[src/rtl/fetch_unit_pkg.sv]
// Shared widths, constants and fetch FSM encodings for the instruction-fetch slice.
// Prefetch entries are {pc, inst} pairs; see fetch_unit.sv for the FETCH_PERF_CNT_EN option.
package fetch_unit_pkg;

   localparam int InstAddrBus = 32;
   localparam int InstBus     = 32;

   localparam logic [InstBus-1:0] ZeroWord  = 32'h0000_0000;
   localparam logic               RstEnable = 1'b1;

   typedef enum logic [1:0] {
      FETCH_IDLE = 2'd0,
      FETCH_REQ  = 2'd1,
      FETCH_WAIT = 2'd2,
      FETCH_DROP = 2'd3
   } fetch_state_e;

   typedef struct packed {
      logic [InstAddrBus-1:0] pc;
      logic [InstBus-1:0]     inst;
   } fetch_entry_t;

   function automatic logic [InstAddrBus-1:0] word_align(input logic [InstAddrBus-1:0] addr);
      return addr & ~32'h0000_0003;
   endfunction

endpackage

[src/rtl/fetch_unit_fifo.sv]
// Prefetch FIFO (fetch_fifo): synchronous, power-of-two depth, {pc, inst} entries.
// Supports simultaneous push/pop (including on a full FIFO) and a one-cycle clear.
module fetch_fifo
   import fetch_unit_pkg::*;
#(
   parameter int  FIFO_DEPTH = 2,
   localparam int PtrW       = $clog2(FIFO_DEPTH),
   localparam int CntW       = PtrW + 1
) (
   input  logic            clk,
   input  logic            rst,
   input  logic            push,
   input  fetch_entry_t    push_entry,
   input  logic            pop,
   input  logic            clear,
   output fetch_entry_t    head,
   output logic [CntW-1:0] count
);

   logic [PtrW-1:0] rd_ptr;
   logic [PtrW-1:0] wr_ptr;
   fetch_entry_t    mem [FIFO_DEPTH];
   logic            do_push;
   logic            do_pop;

   // A pop frees the slot in the same edge, so push is allowed on a full FIFO when popping.
   assign do_pop  = pop && (count != '0);
   assign do_push = push && ((count != CntW'(FIFO_DEPTH)) || do_pop);

   always_ff @(posedge clk) begin
      if (rst == RstEnable || clear) begin
         rd_ptr <= '0;
         wr_ptr <= '0;
         count  <= '0;
      end else begin
         if (do_push) wr_ptr <= wr_ptr + PtrW'(1);
         if (do_pop)  rd_ptr <= rd_ptr + PtrW'(1);
         count <= count + CntW'(do_push) - CntW'(do_pop);
      end
   end

   // NOTE: storage is deliberately not reset; count/pointers alone decide what is valid.
   always_ff @(posedge clk) begin
      if (do_push) mem[wr_ptr] <= push_entry;
   end

   assign head = mem[rd_ptr];

endmodule

[src/rtl/fetch_unit.sv]
// Instruction-fetch stage: sequential PC generation, one-outstanding ROM req/ack, prefetch FIFO
// and registered IF/ID outputs. Define FETCH_PERF_CNT_EN to add the bubble_cnt_o counter.
module fetch_unit
   import fetch_unit_pkg::*;
#(
   parameter logic [InstAddrBus-1:0] START_PC   = 32'h0000_0000,
   parameter int                     FIFO_DEPTH = 2
) (
   input  logic                   clk,
   input  logic                   rst,
   input  logic                   stall_i,
   input  logic                   redirect_i,
   input  logic [InstAddrBus-1:0] redirect_pc_i,
   output logic                   rom_req_o,
   output logic [InstAddrBus-1:0] rom_addr_o,
   input  logic                   rom_ack_i,
   input  logic [InstBus-1:0]     rom_data_i,
   output logic [InstAddrBus-1:0] pc_o,
   output logic [InstBus-1:0]     inst_o,
   output logic                   inst_valid_o
`ifdef FETCH_PERF_CNT_EN
   ,
   output logic [31:0]            bubble_cnt_o
`endif
);

   localparam int                     CntW    = $clog2(FIFO_DEPTH) + 1;
   localparam logic [CntW-1:0]        DepthC  = CntW'(FIFO_DEPTH);
   localparam logic [InstAddrBus-1:0] PcStep  = 32'd4;

   fetch_state_e           state;
   logic [InstAddrBus-1:0] fetch_pc;
   logic [InstAddrBus-1:0] target_pc;
   logic                   push;
   logic                   pop;
   fetch_entry_t           head;
   logic [CntW-1:0]        fifo_count;
   logic [CntW-1:0]        count_after;
   logic                   has_space;

   assign target_pc = word_align(redirect_pc_i);
   assign push      = (state == FETCH_REQ) && rom_ack_i && !redirect_i;
   assign pop       = !redirect_i && !stall_i && (fifo_count != '0);

   // NOTE: default first so every path assigns count_after and no latch is inferred.
   always_comb begin
      count_after = fifo_count + CntW'(push) - CntW'(pop);
      if (redirect_i) count_after = '0;
   end

   assign has_space = count_after < DepthC;

   fetch_fifo #(.FIFO_DEPTH(FIFO_DEPTH)) u_fifo (
      .clk        (clk),
      .rst        (rst),
      .push       (push),
      .push_entry ('{pc: fetch_pc, inst: rom_data_i}),
      .pop        (pop),
      .clear      (redirect_i),
      .head       (head),
      .count      (fifo_count)
   );

   always_ff @(posedge clk) begin
      if (rst == RstEnable) begin
         state        <= FETCH_IDLE;
         fetch_pc     <= START_PC;
         rom_req_o    <= 1'b0;
         rom_addr_o   <= ZeroWord;
         pc_o         <= ZeroWord;
         inst_o       <= ZeroWord;
         inst_valid_o <= 1'b0;
      end else begin
         // Redirect forces a bubble even under stall; a stall alone holds the outputs.
         if (redirect_i || (!stall_i && !pop)) begin
            pc_o         <= ZeroWord;
            inst_o       <= ZeroWord;
            inst_valid_o <= 1'b0;
         end else if (pop) begin
            pc_o         <= head.pc;
            inst_o       <= head.inst;
            inst_valid_o <= 1'b1;
         end

         case (state)
            FETCH_IDLE: begin
               state      <= FETCH_REQ;
               rom_req_o  <= 1'b1;
               rom_addr_o <= redirect_i ? target_pc : fetch_pc;
               if (redirect_i) fetch_pc <= target_pc;
            end
            FETCH_REQ: begin
               if (rom_ack_i) begin
                  if (redirect_i) begin
                     fetch_pc   <= target_pc;
                     rom_addr_o <= target_pc;
                  end else begin
                     fetch_pc <= fetch_pc + PcStep;
                     if (has_space) begin
                        rom_addr_o <= fetch_pc + PcStep;
                     end else begin
                        state     <= FETCH_WAIT;
                        rom_req_o <= 1'b0;
                     end
                  end
               end else if (redirect_i) begin
                  // Old address stays on the bus until the ROM answers; that word is dropped.
                  fetch_pc <= target_pc;
                  state    <= FETCH_DROP;
               end
            end
            FETCH_WAIT: begin
               if (redirect_i || has_space) begin
                  state      <= FETCH_REQ;
                  rom_req_o  <= 1'b1;
                  rom_addr_o <= redirect_i ? target_pc : fetch_pc;
                  if (redirect_i) fetch_pc <= target_pc;
               end
            end
            FETCH_DROP: begin
               if (redirect_i) fetch_pc <= target_pc;
               if (rom_ack_i) begin
                  state      <= FETCH_REQ;
                  rom_addr_o <= redirect_i ? target_pc : fetch_pc;
               end
            end
            default: begin
               state     <= FETCH_IDLE;
               rom_req_o <= 1'b0;
            end
         endcase
      end
   end

`ifdef FETCH_PERF_CNT_EN
   always_ff @(posedge clk) begin
      if (rst == RstEnable) begin
         bubble_cnt_o <= 32'd0;
      end else if (!stall_i && !redirect_i && !pop && (bubble_cnt_o != 32'hFFFF_FFFF)) begin
         bubble_cnt_o <= bubble_cnt_o + 32'd1;
      end
   end
`endif

endmodule

[config.mk]
export PLATFORM = sky130hd
export DESIGN_NAME = fetch_unit
export DESIGN_NICKNAME = d
export VERILOG_FILES = /design/src/rtl/fetch_unit_pkg.sv /design/src/rtl/fetch_unit_fifo.sv /design/src/rtl/fetch_unit.sv
export SDC_FILE = /design/constraint.sdc
export NUM_CORES = 1
export LEC_CHECK = 0
export CAP_MARGIN = 20
export CELL_PAD_IN_SITES_DETAIL_PLACEMENT = 0
export CELL_PAD_IN_SITES_GLOBAL_PLACEMENT = 2
export CORE_AREA = 2 2 210 212
export CTS_CLUSTER_DIAMETER = 100
export DETAILED_ROUTE_END_ITERATION = 8
export DIE_AREA = 0 0 212 214
export MAX_ROUTING_LAYER = met4
export PLACE_DENSITY_LB_ADDON = 0.1
export SETUP_SLACK_MARGIN = 0.1
export SKIP_CTS_REPAIR_TIMING = 1
export SLEW_MARGIN = 20
export SYNTH_ARGS = -nofsm -noshare
export SYNTH_HDL_FRONTEND = slang
export SYNTH_SLANG_ARGS = --single-unit
[constraint.sdc]
create_clock -name clk -period 9.31 [get_ports clk]
set_clock_uncertainty 0.05 [all_clocks]
set_input_delay 1.3965 -clock clk [delete_from_list [all_inputs] [get_ports clk]]
set_output_delay 1.3965 -clock clk [all_outputs]
set_load 0.01 [all_outputs]
# Word level (Yosys, flattened, before mapping)

Memory sizes are Yosys's and may differ from the RTL's. A register that Yosys moved wholly into a read port is not among the register bits.
Index checks and enable logic that the tools add are counted.

Flip-flop bits (word level): 72
RAM bits: 128
Bits of input ports: 69
Output and inout bits: 98
Memories kept: 1

$add $sub $neg: 7
$lt $le $gt $ge: 1
Equality and inequality tests: 13
Multiplexer cells: 25
Reduce and logical (&&, ||, !) cells: 22

Memories:

| name       | depth | bits a word | rd ports | clocked after memory_dff | write ports | line                  | RTL |
|---|---|---|---|---|---|---|---|
| u_fifo.mem | 2     | 64          | 1        | 1                        | 1           | fetch_unit_fifo.sv:22 | `fetch_entry_t mem [FIFO_DEPTH];` |

Operators with widths:

| operator              | count |
|---|---|
| $mux 32               | 8 |
| $pmux 32 s4           | 1 |
| $pmux 32 s3           | 1 |
| $add 32x3->32 const B | 1 |
| $mux 2                | 7 |
| $ne 2x2->1 const B    | 6 |
| $ne 3x3->1 const B    | 4 |
| $reduce_and 5->1      | 2 |
| $pmux 2 s4            | 1 |
| $logic_and 1x1->1     | 7 |
| $mux 1                | 6 |
| $add 2x1->2           | 2 |
| $eq 2x2->1 const B    | 2 |
| $logic_or 1x1->1      | 4 |
| $reduce_and 4->1      | 1 |
| $reduce_or 2->1       | 2 |
| $sub 2x1->2           | 2 |
| $logic_not 1->1       | 3 |
| $pmux 1 s3            | 1 |
| $reduce_bool 3->1     | 1 |
| $add 1x1->1 const B   | 2 |
| $eq 2x1->1 const B    | 1 |
| $logic_not 2->1       | 1 |
| $lt 2x2->1 const B    | 1 |
| $reduce_bool 2->1     | 1 |

# Logic depth before layout (Yosys ltp)

Gate-level depths: netlist (run 1).

Depth after elaboration: 11
Mapped depth: 12

# Modules after synthesis

From an unflattened synthesis (run 1), not the netlist that was laid out.

Cell total of the unflattened synthesis: 978
Area, all modules: 11400.9 µm²

By module, submodules not included:

| module     | times used | cells each | area an instance (µm²) |
|---|---|---|---|
| fetch_unit | 1          | 754        | 6237.2 |
| fetch_fifo | 1          | 224        | 5163.7 |

# Worst setup path after synthesis (run 1)

OpenSTA, ideal clock, no wires.

Path type: in2reg
Start point: input port redirect_i
End point: memory u_fifo.mem[0][0] (netlist name) (enable)
Data arrival time: 8381 ps
Data required time: 8616 ps
Slack: 235 ps
Cell stages on the path: 5
Buffers on the path: 4
Path through: clkbuf_1 > clkbuf_1 > buf_1 > clkbuf_1 > nor4_1

Word-level cells in the longest chain between the ends: 8
Elaborated cells between the ends (all ways): 9
Those cells by class: 2 x mux; 7 x reduce/logical

RTL lines:

| item                           | line                               | RTL |
|---|---|---|
| from (decl)                    | fetch_unit.sv:12                   | `input logic redirect_i,` |
| $logic_not 1->1 *              | fetch_unit.sv:42, fetch_unit.sv:43 |  |
| $logic_and 1x1->1 (2 in a row) | fetch_unit.sv:43                   | `assign pop = !redirect_i && !stall_i && (fifo_count != '0);` |
| $logic_and 1x1->1              | fetch_unit_fifo.sv:27              | `assign do_pop = pop && (count != '0);` |
| $logic_or 1x1->1               | fetch_unit_fifo.sv:28              | `assign do_push = push && ((count != CntW'(FIFO_DEPTH)) \|\| do_pop);` |
| $logic_and 1x1->1 *            | fetch_unit_fifo.sv:28              |  |
| $mux 1 *                       | fetch_unit_fifo.sv:44              | `if (do_push) mem[wr_ptr] <= push_entry;` |
| $mux 1 (implied by the code) * | fetch_unit_fifo.sv:44              |  |
| to (decl)                      | fetch_unit_fifo.sv:22              |  |

Mark *: on every way between the ends. The rest lies on a longest branch, timed or not.

# Final worst setup path (run 1)

Start point: input port stall_i
End point: register rom_addr_o[30]

Word-level cells in the longest chain between the ends: 9
Elaborated cells between the ends (all ways): 10
Those cells by class: 1 x add/sub; 1 x order compare; 2 x eq/ne; 1 x mux; 5 x reduce/logical

RTL lines:

| item                             | line              | RTL |
|---|---|---|
| from (decl)                      | fetch_unit.sv:11  | `input logic stall_i,` |
| $logic_not 1->1 *                | fetch_unit.sv:43  |  |
| $logic_and 1x1->1 * (2 in a row) | fetch_unit.sv:43  |  |
| $sub 2x1->2 *                    | fetch_unit.sv:47  | `count_after = fifo_count + CntW'(push) - CntW'(pop);` |
| $mux 2 *                         | fetch_unit.sv:48  | `if (redirect_i) count_after = '0;` |
| $lt 2x2->1 *                     | fetch_unit.sv:51  | `assign has_space = count_after < DepthC;` |
| $logic_or 1x1->1                 | fetch_unit.sv:113 | `if (redirect_i \|\| has_space) begin` |
| $ne 2x2->1 (no line)             | -                 |  |
| $reduce_and 4->1 (no line) *     | -                 |  |
| to (signal assigned)             | fetch_unit.sv:69  | `rom_addr_o <= ZeroWord;` |
| to (signal assigned)             | fetch_unit.sv:116 | `rom_addr_o <= redirect_i ? target_pc : fetch_pc;` |
| to (signal assigned)             | fetch_unit.sv:124 | `rom_addr_o <= redirect_i ? target_pc : fetch_pc;` |
| to (decl)                        | fetch_unit.sv:15  | `output logic [InstAddrBus-1:0] rom_addr_o,` |

Marked as above.
A chain may end at the register's enable or synchronous reset.

==> metrics.yaml, run 1 <==
setup_path:
  critPathRequiredTime_ns: 9.72
  cp.arrival_ns: 4.32
  cp-end-kind: "flip-flop"
  rr_worst_depth: 6
  worst-setup-path-type: "input pin to flip-flop"
  critPathLaunchType: "input pin"
  cp_max_fo: 27
sta:
  tightestPinTransition_ns: 1.031
  max_clock_freq_ghz: 0.2562
  rsz0062_at_grt: "no"
  fin_tns_setup_ns: 0
  slew_headroom: 0.3108
  post-route-period-util: 0.4192
  setup_viol: 0
  slew_viol_final: 0
  fin_crit_ns: 3.903
  fin_hold_ws_ns: 0.3932
  final_hold_viol_count: 0
route:
  vias: 7391
  dr.first_iter.drc_count: 314
  wl_um: 31360
  drtAntennaViolNets: 0
  post_drt_wl_per_cell_um: 18.85
  drt_pre_antenna_iters: 4
  drt_drc_violations_left: 0
  avgViaCountPerCell: 4.442
power:
  p_clk_frac: 0.450
  switching_share: 0.2286
  combPwrFrac: 0.063
  p_seq_frac: 0.486
  p_sw_uw: 605.8
  max-vdd-ir-drop_mv: 0.1323
  p_int_mw: 2.044
  leakage_nw: 4.281
  p_per_area_nw_per_um2: 190.6
clocking:
  htree_num_levels: 1
  cts.clk_slew.worst_paths_ns: 0.06
  cts_buffer_depth: 3
  cts-root-buf: "clkbuf_16"
  clkLatencyLatePin_ns: 0.57
  cts.sinks: 264
  cts-buffers-inserted: 31
  cts_tree: "done"
floorplanning:
  io_pins: 167
  start_util: 0.2480
  core_region_area_um2: 42890
  num_rows: 76
  dieWidth_um: 212
  dieArea_um2: 45370
  chipHeight_um: 214
synthesis:
  syn-cell-area_um2: 10640
  synthArstFlopShare: 0
  synth_edf_count: 128
  synthFlopType: "dfxtp_1"
  ys_warn_count: 0
  avgSynthCellArea_um2: 11.66
  yosysSeqAreaShare: 0.6173
  syn_nets: 985
  ys_types: 56
  synth_cells: 912
  synth_seq_cells: 264
finish:
  fill_cells: 4348
  antennaDiodeCount: 0
  fin_nets: 1128
  final_cell_mix: "163 x clkdlybuf4s50_1, 135 x dfxtp_1, 128 x edfxtp_1"
  drive_gt1_frac: 0.07044
  areaGrowthSynthToFinish_pct: 30.69
  layout_commonest_cell: "clkdlybuf4s50_1"
grt:
  grt_pass1_vias: 7257
  grt_max_degree: 82
  grt-ovfl-total: 0
  grt_pass1_wl_um: 46980
  antenna_found_initial: 0
  grtUsageTotal: 0.1410
hold_path:
  hp-class: "flip-flop to flip-flop"
  min_path_cells: 2
place:
  io_buffers: 164
  dp_hpwl_um: 19910
  routabilityCongestion: 0.7646
flow_run:
  cap_violations: 0
run_status:
  outcome: "finished, final reports clean"
## cells in the mapped netlist (4+ instances only)
cell type	instances	area share
nand2_1	49	0.017
and4_1	5	0.0041
inv_1	8	0.0028
clkbuf_1	55	0.019
o31ai_1	9	0.0064
a21boi_0	7	0.0049
nor3_1	26	0.012
a31oi_1	4	0.0024
ha_1	4	0.0047
mux2i_1	69	0.065
nor2b_1	7	0.0041
nand3_1	20	0.0094
dfxtp_1	136	0.26
nor4_1	15	0.0088
xor2_1	13	0.011
o31a_1	4	0.0033
buf_2	6	0.0028
o21a_1	8	0.0056
nand4_1	13	0.0076
a32o_1	9	0.0085
and2_1	4	0.0024
or3_1	4	0.0024
a21oi_1	13	0.0061
nand2b_1	10	0.0059
nor2_1	104	0.037
xnor2_1	30	0.025
buf_1	6	0.0021
o21ai_0	22	0.010
a211oi_1	79	0.056
edfxtp_1	128	0.36
## power groups by stage
stage	Sequential [mW]	Clock [mW]	Combinational, mW
global route	1.29	1.29	0.185
detailed placement	1.31	0	0.171
global placement	1.31	0	0.170
CTS	1.29	1.24	0.172
floorplan	1.30	0	0.0828
finish	1.29	1.19	0.168
## layer usage
layer / wire length, um / vias up / share of wire / track usage
met5: 0 / - / 0 / -
met4: 779 / 0 / 0.025 / 0.04085
met3: 1200 / 47 / 0.038 / 0.02170
met2: 14050 / 158 / 0.45 / 0.2140
met1: 15330 / 3495 / 0.49 / 0.1940
li1: - / 3691 / - / -
## cells by family (layout without fill, tap and decap cells)
group / after synthesis / after routing / synth area share
xor+xnor: 43 / 43 / 0.03541
flops: 264 / 264 / 0.6173
buf+inv: 76 / 243 / 0.02753
compound gates: 178 / 178 / 0.1216
simple gates: 278 / 278 / 0.1285
mux: 69 / 69 / 0.06493
fa+ha+maj: 4 / 4 / 0.004706
## layout make-up
class                      instances  area [um^2]  area share
clock buffer                      46        892.1     0.06418
inverter                           9        33.78    0.002430
sequential                       264         6570      0.4726
multi-input combinational        572         3831      0.2756
tap                              585        732.0     0.05266
clock inverter                    11        107.6    0.007741
timing repair buffer             177         1734      0.1248
## sequential cells by signal (all words and copies together), names as in the netlist
signal	count
fetch_pc	32
inst_valid_o	1
u_fifo.mem	128
u_fifo.count	2
u_fifo.rd_ptr	1
inst_o	32
rom_addr_o	32
u_fifo.wr_ptr	1
rom_req_o	1
state	2
pc_o	32
## path summary, 6_finish.rpt
check                                                 start                           to  slack [ns]
worst max register to register     fetch_pc[2]$_SDFFE_PP0P_  rom_addr_o[18]$_SDFFE_PP0P_        6.21
worst min-delay path            rom_addr_o[21]$_SDFFE_PP0P_  rom_addr_o[21]$_SDFFE_PP0P_        0.39
worst max-delay path                                stall_i  rom_addr_o[30]$_SDFFE_PP0P_        5.41
worst min register to register  rom_addr_o[21]$_SDFFE_PP0P_  rom_addr_o[21]$_SDFFE_PP0P_        0.39
## per-stage QoR
| step | area [um^2] | util | power [mW] | setup slack (ns) | instances |
|---|---|---|---|---|---|
| after floorplan | 10640 | - | 1.384 | 0.2349 | 912 |
| after global placement | 12890 | 0.3006 | 1.483 | 4.816 | 1607 |
| after detailed placement | 12890 | 0.3006 | 1.484 | 4.836 | 1607 |
| after CTS | 13890 | 0.3239 | 2.702 | 5.395 | 1664 |
| after global routing | 13900 | 0.3241 | 2.765 | 5.191 | 1664 |
| final | 13900 | 0.3241 | 2.650 | 5.407 | 1664 |
## critical path, stage by stage
cell	delay, ns
clkdlybuf4s50_1	0.52
nor3_2	0.26
ha_1	0.24
xor2_1	0.38
o211ai_1	0.30
a21oi_4	0.90
a22oi_1	0.19
o21ai_0	0.12
Note: power is estimated with default switching activity, not from simulation.
==> run 2: changes to the inputs <==
clock period = 3.2 ns   (was 9.31 ns; I/O delays follow)
==> metrics.yaml, run 2 (same netlist as run 1, synthesis figures left out) <==
run_status:
  outcome: "finished, final reports clean"  # unchanged
route:
  wl_um: 32730  # was 31,360 um
  vias: 7569  # was 7,391
  post_drt_wl_per_cell_um: 19.27  # was 18.85 um
  avgViaCountPerCell: 4.458  # was 4.442
  drt_drc_violations_left: 0  # unchanged
  drt_pre_antenna_iters: 4  # unchanged
  drtAntennaViolNets: 0  # unchanged
  dr.first_iter.drc_count: 299  # was 314
clocking:
  cts.sinks: 264  # unchanged
  cts-buffers-inserted: 30  # was 31
  cts_buffer_depth: 3  # unchanged
  cts_tree: "done"  # unchanged
  htree_num_levels: 1  # unchanged
  cts-root-buf: "clkbuf_16"  # unchanged
  cts.clk_slew.worst_paths_ns: 0.06  # about the same
  clkLatencyLatePin_ns: 0.57  # about the same
place:
  dp_hpwl_um: 22020  # was 19,910 um
  io_buffers: 164  # unchanged
  routabilityCongestion: 0.7645  # was 0.7646
  place_ws_ns: 0.1750  # was 4.836 ns
  dp_cells: 1642  # was 1,607
sta:
  fin_hold_ws_ns: 0.4037  # was 0.3932 ns
  setup_viol: 0  # unchanged
  rsz0062_at_grt: "no"  # unchanged
  slew_headroom: 0.4868  # was 0.3108
  tightestPinTransition_ns: 0.7698  # was 1.031 ns
  slew_viol_final: 0  # unchanged
  setup_slack_ns: 0.5446  # was 5.407 ns
  fin_crit_ns: 2.655
  fin_tns_setup_ns: 0  # unchanged
  post-route-period-util: 0.8298
  final_hold_viol_count: 0  # unchanged
  max_clock_freq_ghz: 0.3766
hold_path:
  min_path_cells: 0  # was 2
  hp-class: "flip-flop to flip-flop"  # unchanged
power:
  p_total_mw: 7.616  # was 2.650 mW
  leakage_nw: 4.449  # was 4.281 nW
  max-vdd-ir-drop_mv: 0.3813  # was 0.1323 mV
  p_per_area_nw_per_um2: 536.0  # was 190.6 nW/um^2
finish:
  final_cell_mix: "163 x clkdlybuf4s50_1, 135 x dfxtp_1, 128 x edfxtp_1"  # unchanged
  drive_gt1_frac: 0.09344  # was 0.07044
  multi_input_area_um2: 3816  # was 3831 um^2
  layout_commonest_cell: "clkdlybuf4s50_1"  # unchanged
  top_register: "u_fifo.mem"  # unchanged
  fin_nets: 1162  # was 1,128
  areaGrowthSynthToFinish_pct: 33.58  # was 30.69%
  antennaDiodeCount: 0  # unchanged
  fill_cells: 4405  # was 4,348
  seq_area_um2: 6570  # unchanged
  largest_register_ffs: 128  # unchanged
  instances_no_fill: 1698  # was 1,664
flow_run:
  cap_violations: 0  # unchanged
floorplanning:
  dieWidth_um: 212  # unchanged
  chipHeight_um: 214  # unchanged
  dieArea_um2: 45370  # unchanged
  core_region_area_um2: 42890  # unchanged
  num_rows: 76  # unchanged
  io_pins: 167  # unchanged
  start_util: 0.2480  # unchanged
grt:
  grt-ovfl-total: 0  # unchanged
  grt_max_degree: 131  # was 82
  grt_pass1_vias: 7460  # was 7,257
  grt_pass1_wl_um: 48520  # was 46,980 um
  grtUsageTotal: 0.1466  # was 0.1410
  antenna_found_initial: 0  # unchanged
setup_path:
  cp_max_fo: 9  # was 27
  rr_worst_depth: 5  # was 6
  critPathLaunchType: "flip-flop"  # was input pin
  critPathRequiredTime_ns: 3.62  # was 9.72 ns
  cp.arrival_ns: 3.08  # was 4.32 ns
  worst-setup-path-type: "flip-flop to flip-flop"  # was input pin to flip-flop
  cp-end-kind: "flip-flop"  # unchanged
run 2: routing by layer:
| layer | GRT usage | part of all wire | vias to the layer above | wire length [um] |
|---|---|---|---|---|
| met5 | - | 0 | - | 0 |
| met4 | 0.03592 | 0.020 | 0 | 644 |
| met3 | 0.02551 | 0.050 | 44 | 1624 |
| met2 | 0.2263 | 0.45 | 150 | 14830 |
| met1 | 0.1991 | 0.48 | 3619 | 15630 |
| li1 | - | - | 3756 | - |
run 2: per-stage QoR:
| stage | area (um^2) | util |
|---|---|---|
| 2_1_floorplan | 10710 | - |
| 3_3_place_gp | 13260 | 0.3092 |
| 3_5_place_dp | 13260 | 0.3092 |
| 4_1_cts | 14210 | 0.3313 |
| 5_1_grt | 14210 | 0.3313 |
| 6_report | 14210 | 0.3313 |
run 2: area by class of cell:
| class | count | share of cell area |
|---|---|---|
| clock buffers | 43 | 0.05918 |
| clock inverters | 13 | 0.007485 |
| inverters | 9 | 0.002378 |
| multi-input cells | 572 | 0.2686 |
| flip-flops and latches | 264 | 0.4624 |
| well taps | 585 | 0.05151 |
| repair buffers | 212 | 0.1485 |
run 2: path summary, 6_finish.rpt:
check | startpoint | end | slack (ns)
max | fetch_pc[21]$_SDFFE_PP0P_ | fetch_pc[31]$_SDFFE_PP0P_ | 0.54
min | fetch_pc[1]$_SDFFE_PP0P_ | u_fifo.mem[0][33]$_DFFE_PP_ | 0.40
max reg2reg | fetch_pc[21]$_SDFFE_PP0P_ | fetch_pc[31]$_SDFFE_PP0P_ | 0.54
min reg2reg | fetch_pc[1]$_SDFFE_PP0P_ | u_fifo.mem[0][33]$_DFFE_PP_ | 0.40
run 2: power by group:
part           total [mW]  internal (mW)  switching [mW]  leakage (nW)
combinational       0.563          0.270           0.293          1.68
sequential           3.72           3.64          0.0875          2.30
clock                3.33           1.97            1.36         0.463
total                7.62           5.88            1.74          4.45
run 2: worst max-delay path, stage by stage (launching register included):
cell,delay (ns)
dfxtp_1,0.54
nand4_2,0.18
or4_1,0.73
or3_4,0.47
or3_1,0.35
a311oi_1,0.24
==> run 3: changes to the inputs <==
clock period = 2.51 ns   (was 3.2 ns; I/O delays follow)
==> metrics.yaml, run 3 (same netlist as run 1, synthesis figures left out) <==
sta:
  fin_crit_ns: 2.284  # was 2.655 ns
  max_clock_freq_ghz: 0.4377  # was 0.3766 GHz
  slew_viol_final: 0  # unchanged
  post-route-period-util: 0.9102  # was 0.8298
  slew_headroom: 0.3651  # was 0.4868
  tightestPinTransition_ns: 0.9523  # was 0.7698 ns
  final_hold_viol_count: 0  # unchanged
  rsz0062_at_grt: "yes"  # was no
  setup_slack_ns: 0.2255  # was 0.5446 ns
  setup_viol: 0  # unchanged
clocking:
  cts.sinks: 264  # unchanged
  clkLatencyLatePin_ns: 0.56  # was 0.57 ns
  cts.clk_slew.worst_paths_ns: 0.06  # about the same
  cts_tree: "done"  # unchanged
  htree_num_levels: 1  # unchanged
  cts-buffers-inserted: 31  # was 30
  cts_buffer_depth: 3  # unchanged
  cts-root-buf: "clkbuf_16"  # unchanged
route:
  wl_um: 33200  # was 32,730 um
  post_drt_wl_per_cell_um: 18.85  # was 19.27 um
  dr.first_iter.drc_count: 395  # was 299
  drtAntennaViolNets: 0  # unchanged
  drt_drc_violations_left: 0  # unchanged
  avgViaCountPerCell: 4.472  # was 4.458
  vias: 7876  # was 7,569
  drt_pre_antenna_iters: 6  # was 4
power:
  p_int_mw: 8.054  # was 5.876 mW
  p_per_area_nw_per_um2: 689.3  # was 536.0 nW/um^2
  switching_share: 0.2193  # was 0.2285
  leakage_nw: 4.863  # was 4.449 nW
  p_sw_mw: 2.262  # was 1.740 mW
  p_clk_frac: 0.463  # was 0.437
  combPwrFrac: 0.080  # was 0.074
  max-vdd-ir-drop_mv: 0.4927  # was 0.3813 mV
  p_seq_frac: 0.457  # was 0.489
finish:
  antennaDiodeCount: 0  # unchanged
  layout_commonest_cell: "clkdlybuf4s50_1"  # unchanged
  utilization: 0.3490  # was 0.3313
  top_register: "u_fifo.mem"  # unchanged
  drive_gt1_frac: 0.1565  # was 0.09344
  largest_register_ffs: 128  # unchanged
  fin_nets: 1225  # was 1,162
  areaGrowthSynthToFinish_pct: 40.71  # was 33.58%
  instances_no_fill: 1761  # was 1,698
  final_cell_mix: "163 x clkdlybuf4s50_1, 133 x dfxtp_1, 128 x edfxtp_1"  # was 163 x clkdlybuf4s50_1, 135 x dfxtp_1, 128 x edfxtp_1
grt:
  grt_max_degree: 52  # was 131
  antenna_found_initial: 0  # unchanged
  grt_pass1_vias: 7996  # was 7,460
  grtUsageTotal: 0.1493  # was 0.1466
  grtUsageMet1: 0.1956  # was 0.1991
  grt-ovfl-total: 0  # unchanged
  grt.met2_usage: 0.2420  # was 0.2263
  grt_busiest_layer: "met2"  # unchanged
  grt_pass1_wl_um: 49810  # was 48,520 um
  gr-usage-met3: 0.02302  # was 0.02551
setup_path:
  cp_max_fo: 6  # was 9
  worst-path-stages: 8  # was 5
  rr_worst_depth: 8  # was 5
  r2r_end: "rom_addr_o[24]$_SDFFE_PP0P_"  # was fetch_pc[31]$_SDFFE_PP0P_
  rrSetupSlack_ns: 0.23  # was 0.54 ns
  cp_cell_sequence: "nor2_1 > nor3_2 > ha_4 > and3b_1 > o211a_4 > nor3_4 > buf_2 > a32o_1"  # was nand4_2 > or4_1 > or3_4 > or3_1 > a311oi_1
  worst-setup-path-type: "flip-flop to flip-flop"  # unchanged
  critPathLaunchType: "flip-flop"  # unchanged
  crit_end: "rom_addr_o[24]$_SDFFE_PP0P_"  # was fetch_pc[31]$_SDFFE_PP0P_
  critPathRequiredTime_ns: 2.97  # was 3.62 ns
  path_buf_inv: 1  # was 0
  cp.arrival_ns: 2.74  # was 3.08 ns
  slowest_delay_ns: 0.36  # was 0.73 ns
  cp-end-kind: "flip-flop"  # unchanged
  crit_path_top_delay_cell: "dfxtp_2"  # was or4_1
  worstSetupStartpoint: "u_fifo.count[0]$_SDFF_PP0_"  # was fetch_pc[21]$_SDFFE_PP0P_
  critPathTopFamily: "simple AND/OR/NAND/NOR gates"  # unchanged
  r2r_start: "u_fifo.count[0]$_SDFF_PP0_"  # was fetch_pc[21]$_SDFFE_PP0P_
place:
  dp_hpwl_um: 23750  # was 22,020 um
  dp_cells: 1702  # was 1,642
  io_buffers: 164  # unchanged
  place_ws_ns: -0.3505  # was 0.1750 ns
  routabilityCongestion: 0.7726  # was 0.7645
floorplanning:
  core_region_area_um2: 42890  # unchanged
  num_rows: 76  # unchanged
  dieWidth_um: 212  # unchanged
  io_pins: 167  # unchanged
  chipHeight_um: 214  # unchanged
  start_util: 0.2480  # unchanged
  dieArea_um2: 45370  # unchanged
hold_path:
  min_path_cells: 1  # was 0
  hp-class: "input pin to flip-flop"  # was flip-flop to flip-flop
run_status:
  outcome: "finished, final reports clean"  # unchanged
flow_run:
  cap_violations: 0  # unchanged
[run 3: routing by layer]
| metal | routed length, um | part of all wire | up-vias |
|---|---|---|---|
| met5 | 0 | 0 | - |
| met4 | 550 | 0.017 | 0 |
| met3 | 1297 | 0.039 | 40 |
| met2 | 15730 | 0.47 | 152 |
| met1 | 15620 | 0.47 | 3793 |
| li1 | - | - | 3891 |
[run 3: cell type report]
class / count / area, um^2
Fill cell: 4335 / 27920
Sequential cell: 264 / 6573
Multi-Input combinational cell: 572 / 3902
Timing Repair Buffer: 274 / 2638
Clock buffer: 45 / 878.3
Tap cell: 585 / 732.0
Clock inverter: 12 / 210.2
Inverter: 9 / 33.78
[run 3: power by group through the flow]
stage | Clock, mW | Combinational (mW) | Sequential, mW
6_report | 4.77 | 0.826 | 4.72
5_1_grt | 5.11 | 0.896 | 4.73
3_5_place_dp | 0 | 0.821 | 4.81
2_1_floorplan | 0 | 0.318 | 4.82
3_3_place_gp | 0 | 0.817 | 4.81
4_1_cts | 4.95 | 0.826 | 4.72
[run 3: stage by stage]
| stage | total power [mW] | area [um^2] | hold WS, ns | setup TNS, ns |
|---|---|---|---|---|
| finish | 10.32 | 14970 | 0.3437 | 0 |
| detailed placement | 5.629 | 13760 | 0.3943 | -11.84 |
| floorplan | 5.139 | 10710 | 0.3673 | -72.28 |
| global placement | 5.626 | 13760 | 0.3851 | -8.837 |
| CTS | 10.49 | 14850 | 0.3077 | 0 |
| global route | 10.74 | 14970 | 0.3244 | 0 |
[run 3: worst reg2reg max path, cell delays in order, from the launching register on]
cell and delay, ns:
dfxtp_2 0.36, nor2_1 0.07, nor3_2 0.28, ha_4 0.27, and3b_1 0.20, o211a_4 0.26, nor3_4 0.22, buf_2 0.31
a32o_1 0.21
[run 3: how the worst min path moves through the flow]
stage / from / to
after floorplan: fetch_pc[0]$_SDFFE_PP0P_ / u_fifo.mem[0][32]$_DFFE_PP_
after global placement: fetch_pc[0]$_SDFFE_PP0P_ / u_fifo.mem[0][32]$_DFFE_PP_
after detailed placement: fetch_pc[0]$_SDFFE_PP0P_ / u_fifo.mem[0][32]$_DFFE_PP_
after CTS: rom_data_i[31] / u_fifo.mem[0][31]$_DFFE_PP_
after global routing: rom_data_i[17] / u_fifo.mem[1][17]$_DFFE_PP_
final: rom_data_i[31] / u_fifo.mem[0][31]$_DFFE_PP_
